[src/rtl/rv32i_pkg.sv]
// Shared types and sizes for the RV32I instruction-memory boot path.
package rv32i_pkg;

  localparam int IMEM_DEPTH  = 256;
  localparam int IMEM_ADDR_W = 8;

  typedef enum logic [2:0] {
    CNT_LO = 3'd0,
    CNT_HI = 3'd1,
    DATA   = 3'd2,
    CHECK  = 3'd3,
    DONE   = 3'd4,
    ERR    = 3'd5
  } loader_state_t;

endpackage

[src/rtl/loader_byte_packer.sv]
// Packs stream bytes into little-endian 32-bit words and keeps a running XOR of them.
module loader_byte_packer (
  input  logic        clk,
  input  logic        reset,
  input  logic        clear,
  input  logic        byte_en,
  input  logic [7:0]  in_data,
  output logic [31:0] word_next,
  output logic        word_valid,
  output logic [7:0]  acc,
  output logic [1:0]  lane
);

  logic [31:0] word_q;

  // Shifting in from the top leaves the first byte of a word in bits 7:0.
  assign word_next  = {in_data, word_q[31:8]};
  assign word_valid = byte_en && (lane == 2'd3);

  always_ff @(posedge clk) begin
    if (reset || clear) begin
      lane   <= 2'd0;
      word_q <= 32'd0;
      acc    <= 8'd0;
    end else if (byte_en) begin
      lane   <= lane + 2'd1;
      word_q <= word_next;
      acc    <= acc ^ in_data;
    end
  end

endmodule

[src/rtl/imem_loader.sv]
// Boot loader: framed byte stream -> instruction SRAM writes, checksum check, core reset release.
module imem_loader
  import rv32i_pkg::*;
#(
  parameter int DEPTH  = IMEM_DEPTH,
  parameter int ADDR_W = IMEM_ADDR_W
) (
  input  logic              clk,
  input  logic              reset,
  input  logic [7:0]        in_data,
  input  logic              in_valid,
  output logic              in_ready,
  output logic              mem_csb,
  output logic              mem_web,
  output logic [ADDR_W-1:0] mem_addr,
  output logic [31:0]       mem_din,
  output logic              core_reset,
  output logic              done,
  output logic              error,
  output logic [2:0]        state
);

  // Stream handshake: a byte moves when in_valid && in_ready at the rising edge;
  // in_ready depends only on the state register, never on in_valid.
  loader_state_t state_q, state_d;

  logic [7:0]    cnt_lo_q;
  logic [ADDR_W:0] count_q;
  logic [ADDR_W:0] idx_q;
  logic [15:0]   count16;
  logic          xfer;
  logic          byte_en;
  logic          clear;
  logic [31:0]   word_next;
  logic          word_valid;
  logic [7:0]    acc;
  logic [1:0]    lane;

  assign xfer    = in_valid && in_ready;
  assign count16 = {in_data, cnt_lo_q};
  assign byte_en = (state_q == DATA) && xfer;
  assign clear   = (state_q == CNT_HI) && xfer;

  loader_byte_packer u_packer (
    .clk        (clk),
    .reset      (reset),
    .clear      (clear),
    .byte_en    (byte_en),
    .in_data    (in_data),
    .word_next  (word_next),
    .word_valid (word_valid),
    .acc        (acc),
    .lane       (lane)
  );

  always_ff @(posedge clk) begin
    if (reset) state_q <= CNT_LO;
    else       state_q <= state_d;
  end

  always_comb begin
    state_d = state_q;
    case (state_q)
      CNT_LO: if (xfer) state_d = CNT_HI;
      CNT_HI: if (xfer) begin
        if (count16 == 16'd0 || count16 > 16'(DEPTH)) state_d = ERR;
        else                                          state_d = DATA;
      end
      DATA:   if (word_valid && (idx_q + 1'b1 == count_q)) state_d = CHECK;
      CHECK:  if (xfer) state_d = (in_data == acc) ? DONE : ERR;
      DONE:   state_d = DONE;
      ERR:    state_d = ERR;
      default: state_d = ERR;
    endcase
  end

  always_comb begin
    in_ready   = (state_q == CNT_LO) || (state_q == CNT_HI) ||
                 (state_q == DATA)   || (state_q == CHECK);
    done       = (state_q == DONE);
    error      = (state_q == ERR);
    core_reset = (state_q != DONE);
    state      = state_q;
  end

  // SRAM strobes default to idle each cycle, so a write lasts exactly one cycle
  // and a reset the cycle after a lane-3 byte drops the pending write.
  always_ff @(posedge clk) begin
    if (reset) begin
      cnt_lo_q <= 8'd0;
      count_q  <= '0;
      idx_q    <= '0;
      mem_csb  <= 1'b1;
      mem_web  <= 1'b1;
      mem_addr <= '0;
      mem_din  <= 32'd0;
    end else begin
      mem_csb <= 1'b1;
      mem_web <= 1'b1;
      if (state_q == CNT_LO && xfer) cnt_lo_q <= in_data;
      if (clear) begin
        count_q <= count16[ADDR_W:0];
        idx_q   <= '0;
      end
      if (word_valid) begin
        mem_csb  <= 1'b0;
        mem_web  <= 1'b0;
        mem_addr <= idx_q[ADDR_W-1:0];
        mem_din  <= word_next;
        idx_q    <= idx_q + 1'b1;
      end
    end
  end

endmodule

[config.mk]
export PLATFORM = sky130hd
export DESIGN_NAME = imem_loader
export DESIGN_NICKNAME = d
export VERILOG_FILES = /design/src/rtl/rv32i_pkg.sv /design/src/rtl/loader_byte_packer.sv /design/src/rtl/imem_loader.sv
export SDC_FILE = /design/constraint.sdc
export NUM_CORES = 1
export LEC_CHECK = 0
export BUFFER_PORTS_ARGS = -buffer_cell sky130_fd_sc_hd__buf_2
export CAP_MARGIN = 0
export CORE_UTILIZATION = 45
export CTS_CLUSTER_SIZE = 24
export DETAILED_ROUTE_END_ITERATION = 8
export PLACE_DENSITY = 0.68
export RECOVER_POWER = 50
export SETUP_SLACK_MARGIN = 0.5
export SYNTH_ARGS = -nofsm -noshare
export SYNTH_HDL_FRONTEND = slang
export SYNTH_SLANG_ARGS = --single-unit
[constraint.sdc]
create_clock -name clk -period 2.1 [get_ports clk]
set_clock_uncertainty 0.15 [all_clocks]
set_input_delay 0.42 -clock clk [delete_from_list [all_inputs] [get_ports clk]]
set_output_delay 0.42 -clock clk [all_outputs]
set_load 0.005 [all_outputs]
==> impl_metrics.xml <==
<?xml version="1.0" encoding="UTF-8"?>
<metrics>
  <group name="grt">
    <metric name="vias_in_the_first_global_route" unit="">3875</metric>
    <metric name="grt_max_degree" unit="">29</metric>
    <metric name="first_pass_grt_wire_length" unit="mm">19.22</metric>
    <metric name="initial_antenna_violation_count" unit="">0</metric>
    <metric name="grt_remaining_overflow" unit="">0</metric>
    <metric name="track_usage" unit="%">25.03</metric>
  </group>
  <group name="yosys">
    <metric name="synthTopCellsByArea" unit="">dfxtp_1, nand2_1, a21oi_1</metric>
    <metric name="synth_area_per_cell" unit="um^2">7.851</metric>
    <metric name="synth_cells" unit="">528</metric>
    <metric name="synthDominantAreaCellType" unit="">dfxtp_1</metric>
    <metric name="synth_cell_type_count" unit="">42</metric>
    <metric name="synthesis.yosys.warnings" unit="">0</metric>
    <metric name="mappedNetlistArea" unit="um^2">4145</metric>
    <metric name="synth_largest_type_area_fraction" unit="%">50.23</metric>
    <metric name="synthesis.nets" unit="">541</metric>
    <metric name="synth.ff_latch_count" unit="">104</metric>
    <metric name="seq_area_frac_synth" unit="%">50.23</metric>
  </group>
  <group name="clocking">
    <metric name="cts_made_buffers" unit="">9</metric>
    <metric name="clock_sink_count" unit="">104</metric>
    <metric name="latest_clock_arrival_within_the_worst_skew_pair" unit="ns">0.36</metric>
    <metric name="clk_pin_slew" unit="ns">0.10</metric>
    <metric name="quantity_of_hold_fixing_buffers_added_after_cts" unit="">0</metric>
    <metric name="max-clock-path-buffers" unit="">2</metric>
    <metric name="cts_max_level" unit="">3</metric>
    <metric name="root_driver" unit="">clkbuf_8</metric>
    <metric name="clock_tree_from_tritoncts" unit="">yes</metric>
  </group>
  <group name="timing">
    <metric name="finalSetupViolCount" unit="">0</metric>
    <metric name="fin_crit" unit="ns">2.060</metric>
    <metric name="max_clock_freq" unit="MHz">485.4</metric>
    <metric name="worst_path_setup_slack_after_routing" unit="ns">0.03990</metric>
    <metric name="finalMaxSlewViolations" unit="">0</metric>
    <metric name="timing_hold_violations_final" unit="">0</metric>
    <metric name="max-slew-margin-rel" unit="%">69.44</metric>
    <metric name="finalSetupTns" unit="ns">0</metric>
    <metric name="rsz0062_at_grt" unit="">true</metric>
    <metric name="timing.final.crit_share" unit="%">98.10</metric>
    <metric name="worst_pin_slew" unit="ns">0.4521</metric>
  </group>
  <group name="floorplanning">
    <metric name="coreArea" unit="um^2">8806</metric>
    <metric name="die_x" unit="um">97.98</metric>
    <metric name="initial_core_util" unit="%">47.07</metric>
    <metric name="top_level_ports" unit="">60</metric>
    <metric name="die_height" unit="um">97.98</metric>
    <metric name="rows" unit="">34</metric>
    <metric name="floorplan.die_area" unit="um^2">9599</metric>
  </group>
  <group name="power">
    <metric name="power_switching_share" unit="%">25.74</metric>
    <metric name="internal_pwr_total" unit="uW">2690</metric>
    <metric name="power.switching" unit="uW">932.5</metric>
    <metric name="pwr-share-clk" unit="%">37.4</metric>
    <metric name="seq_power_share" unit="%">55.4</metric>
    <metric name="vdd.ir_drop.worst" unit="V">0.0003929</metric>
    <metric name="static-leakage-power" unit="uW">0.002273</metric>
    <metric name="combinationalPowerShare" unit="%">7.2</metric>
    <metric name="cellPowerDensity" unit="nW/um^2">630.7</metric>
  </group>
  <group name="cells_and_area">
    <metric name="design.final.nets" unit="">637</metric>
    <metric name="share_of_final_layout_standard_cells_stronger_than_drive_strength_1" unit="%">32.11</metric>
    <metric name="area_delta_synth_final" unit="%">38.55</metric>
    <metric name="fin_util" unit="%">65.22</metric>
    <metric name="layout_commonest_cell" unit="">nand2_1</metric>
    <metric name="post_layout_nonfiller_instances" unit="">737</metric>
    <metric name="antenna_cells_inserted" unit="">0</metric>
    <metric name="final_cell_mix" unit="">nand2_1, dfxtp_1, a21oi_1, buf_2</metric>
    <metric name="fillCellCount" unit="">675</metric>
  </group>
  <group name="place">
    <metric name="hpwl_reported_at_the_end_of_detailed_placement" unit="mm">7.095</metric>
    <metric name="place_worst_setup_slack" unit="ns">-0.08899</metric>
    <metric name="gp_congestion" unit="">0.8373</metric>
    <metric name="numPlacedInstances" unit="">689</metric>
    <metric name="numPortBuffers" unit="">59</metric>
  </group>
  <group name="routing">
    <metric name="finalWirelength" unit="mm">12.50</metric>
    <metric name="drc_errors" unit="">1</metric>
    <metric name="drt_first_iter_violations" unit="">309</metric>
    <metric name="routedWlPerCell" unit="um">16.96</metric>
    <metric name="drt_pass1_iterations" unit="">7</metric>
    <metric name="via_density_per_instance" unit="">5.600</metric>
    <metric name="detail-route-antenna-nets" unit="">0</metric>
    <metric name="num_vias" unit="">4127</metric>
  </group>
  <group name="run">
    <metric name="number_of_max_cap_violations" unit="">0</metric>
  </group>
  <group name="setup_path">
    <metric name="worstPathRequired" unit="ns">2.25</metric>
    <metric name="crit_path_top_delay_cell" unit="">or4b_1</metric>
    <metric name="path_cells" unit="">nand3_2 &gt; xnor2_2 &gt; nor4_4 &gt; a31oi_1 &gt; or4b_1 &gt; a21oi_2</metric>
    <metric name="worstPathArrival" unit="ns">2.21</metric>
    <metric name="cp_slowest_stage_delay" unit="ns">0.54</metric>
    <metric name="startpoint_type" unit="">flip-flop</metric>
    <metric name="worst-path-max-fanout" unit="">3</metric>
    <metric name="worst-setup-path-type" unit="">flip-flop to flip-flop</metric>
    <metric name="endpoint_kind" unit="">flip-flop</metric>
  </group>
  <group name="status">
    <metric name="run_status" unit="">complete, but fails checks</metric>
    <metric name="violated_checks" unit="">design-rule violations</metric>
  </group>
  <group name="min_path">
    <metric name="min_path_type" unit="">primary input to flip-flop</metric>
  </group>
</metrics>
## final timing paths
| kind | depth (start not counted) | startpoint | slack, ns | endpoint |
|---|---|---|---|---|
| min reg2reg | 2 | u_packer.word_q[12] | 0.31 | mem_din[4] |
| max | 6 | idx_q[2] | 0.04 | state[0] |
| max reg2reg | 6 | idx_q[2] | 0.04 | state[0] |
| min | 2 | reset | 0.17 | state[2] |
## metal layers
layer  track usage, %  wire [um]  up-vias
li1                 -          -     1937
met1            32.90       5285     2009
met2            41.60       6181      147
met3            3.364        650       34
met4            10.02        381        0
met5                0          0        -
## area by class of cell
type,instances,area (um^2),area share [%]
Clock buffer,10,137.6,2.397
Multi-Input combinational cell,387,2341,40.76
Tap cell,108,135.1,2.353
Clock inverter,6,72.57,1.264
Sequential cell,104,2100,36.56
Inverter,3,11.26,0.1961
Timing Repair Buffer,119,945.9,16.47
## power by group through the flow
stage	clock (uW)	sequential [uW]	combinational (uW)
after floorplan	0	2050	120
after global placement	0	2050	200
after detailed placement	0	2050	205
after CTS	1350	2000	264
after global routing	1440	2010	279
final	1350	2010	262
## kinds of logic (layout without fill, tap and decap cells)
logic type	after synthesis	in the layout	share of synthesized area, %
AO/OA/AOI/OAI	112	112	14.61
XOR/XNOR	29	29	6.128
adder cells (fa/ha/maj)	2	2	0.6036
buffers and inverters	37	138	3.561
flip-flops	104	104	50.23
AND/OR/NAND/NOR	244	244	24.87
## critical path, delay by kind of cell, from the launching register on
family	cells	cell delay [ns]
DFF	1	0.40
xor gates and xnor gates	1	0.19
and+or+nand+nor	3	0.96
AOI/OAI and AO/OA	2	0.30
## repair_timing
item / in CTS / in global routing
pin swaps: 52 / 6
setup buffers: 20 / 3
gates cloned: 8 / 1
hold endpoints to repair: 0 / 0
resized for setup: 122 / 34
endpoints found under the setup margin: 92 / 110
## cells in the mapped netlist
cell and count:
a31oi_1 1, a21oi_1 90, o31a_1 1, nor4bb_1 1
xnor2_1 14, nor4b_1 1, a211o_1 2, o21ai_0 6
nand4b_1 1, nor3_1 7, a21boi_1 1, o211ai_1 3
o32ai_1 1, or4b_1 1, clkbuf_1 29, xor2_1 15
buf_1 2, nor4_1 6, and2_1 2, nand3b_1 3
ha_1 2, nor3b_1 2, o21ai_1 1, buf_4 2
a22oi_1 1, a2111oi_0 2, dfxtp_1 104, or3_1 1
buf_2 1, a311oi_1 1, a21o_1 1, nand4bb_1 1
nand2_4 1, nand4_1 2, and4_1 1, o31ai_1 1
nand2_1 179, or2_2 1, nor2_1 26, nand2b_1 4
nand3_1 4, inv_1 3
## state kept, by name, summed over array words and instances, names as in the netlist
register,count
mem_din,32
u_packer.acc,8
idx_q,9
state,3
u_packer.lane,2
count_q,9
u_packer.word_q,24
mem_web,1
mem_addr,8
cnt_lo_q,8
## metrics by stage
step,power (uW),hold WS [ns],instance area (um^2)
detailed placement,2257,0.2954,4698
CTS,3618,0.1597,5677
floorplan,2170,0.2821,4227
finish,3622,0.1722,5743
global route,3725,0.1640,5743
global placement,2252,0.2911,4698
(Power assumes the default switching activity.)
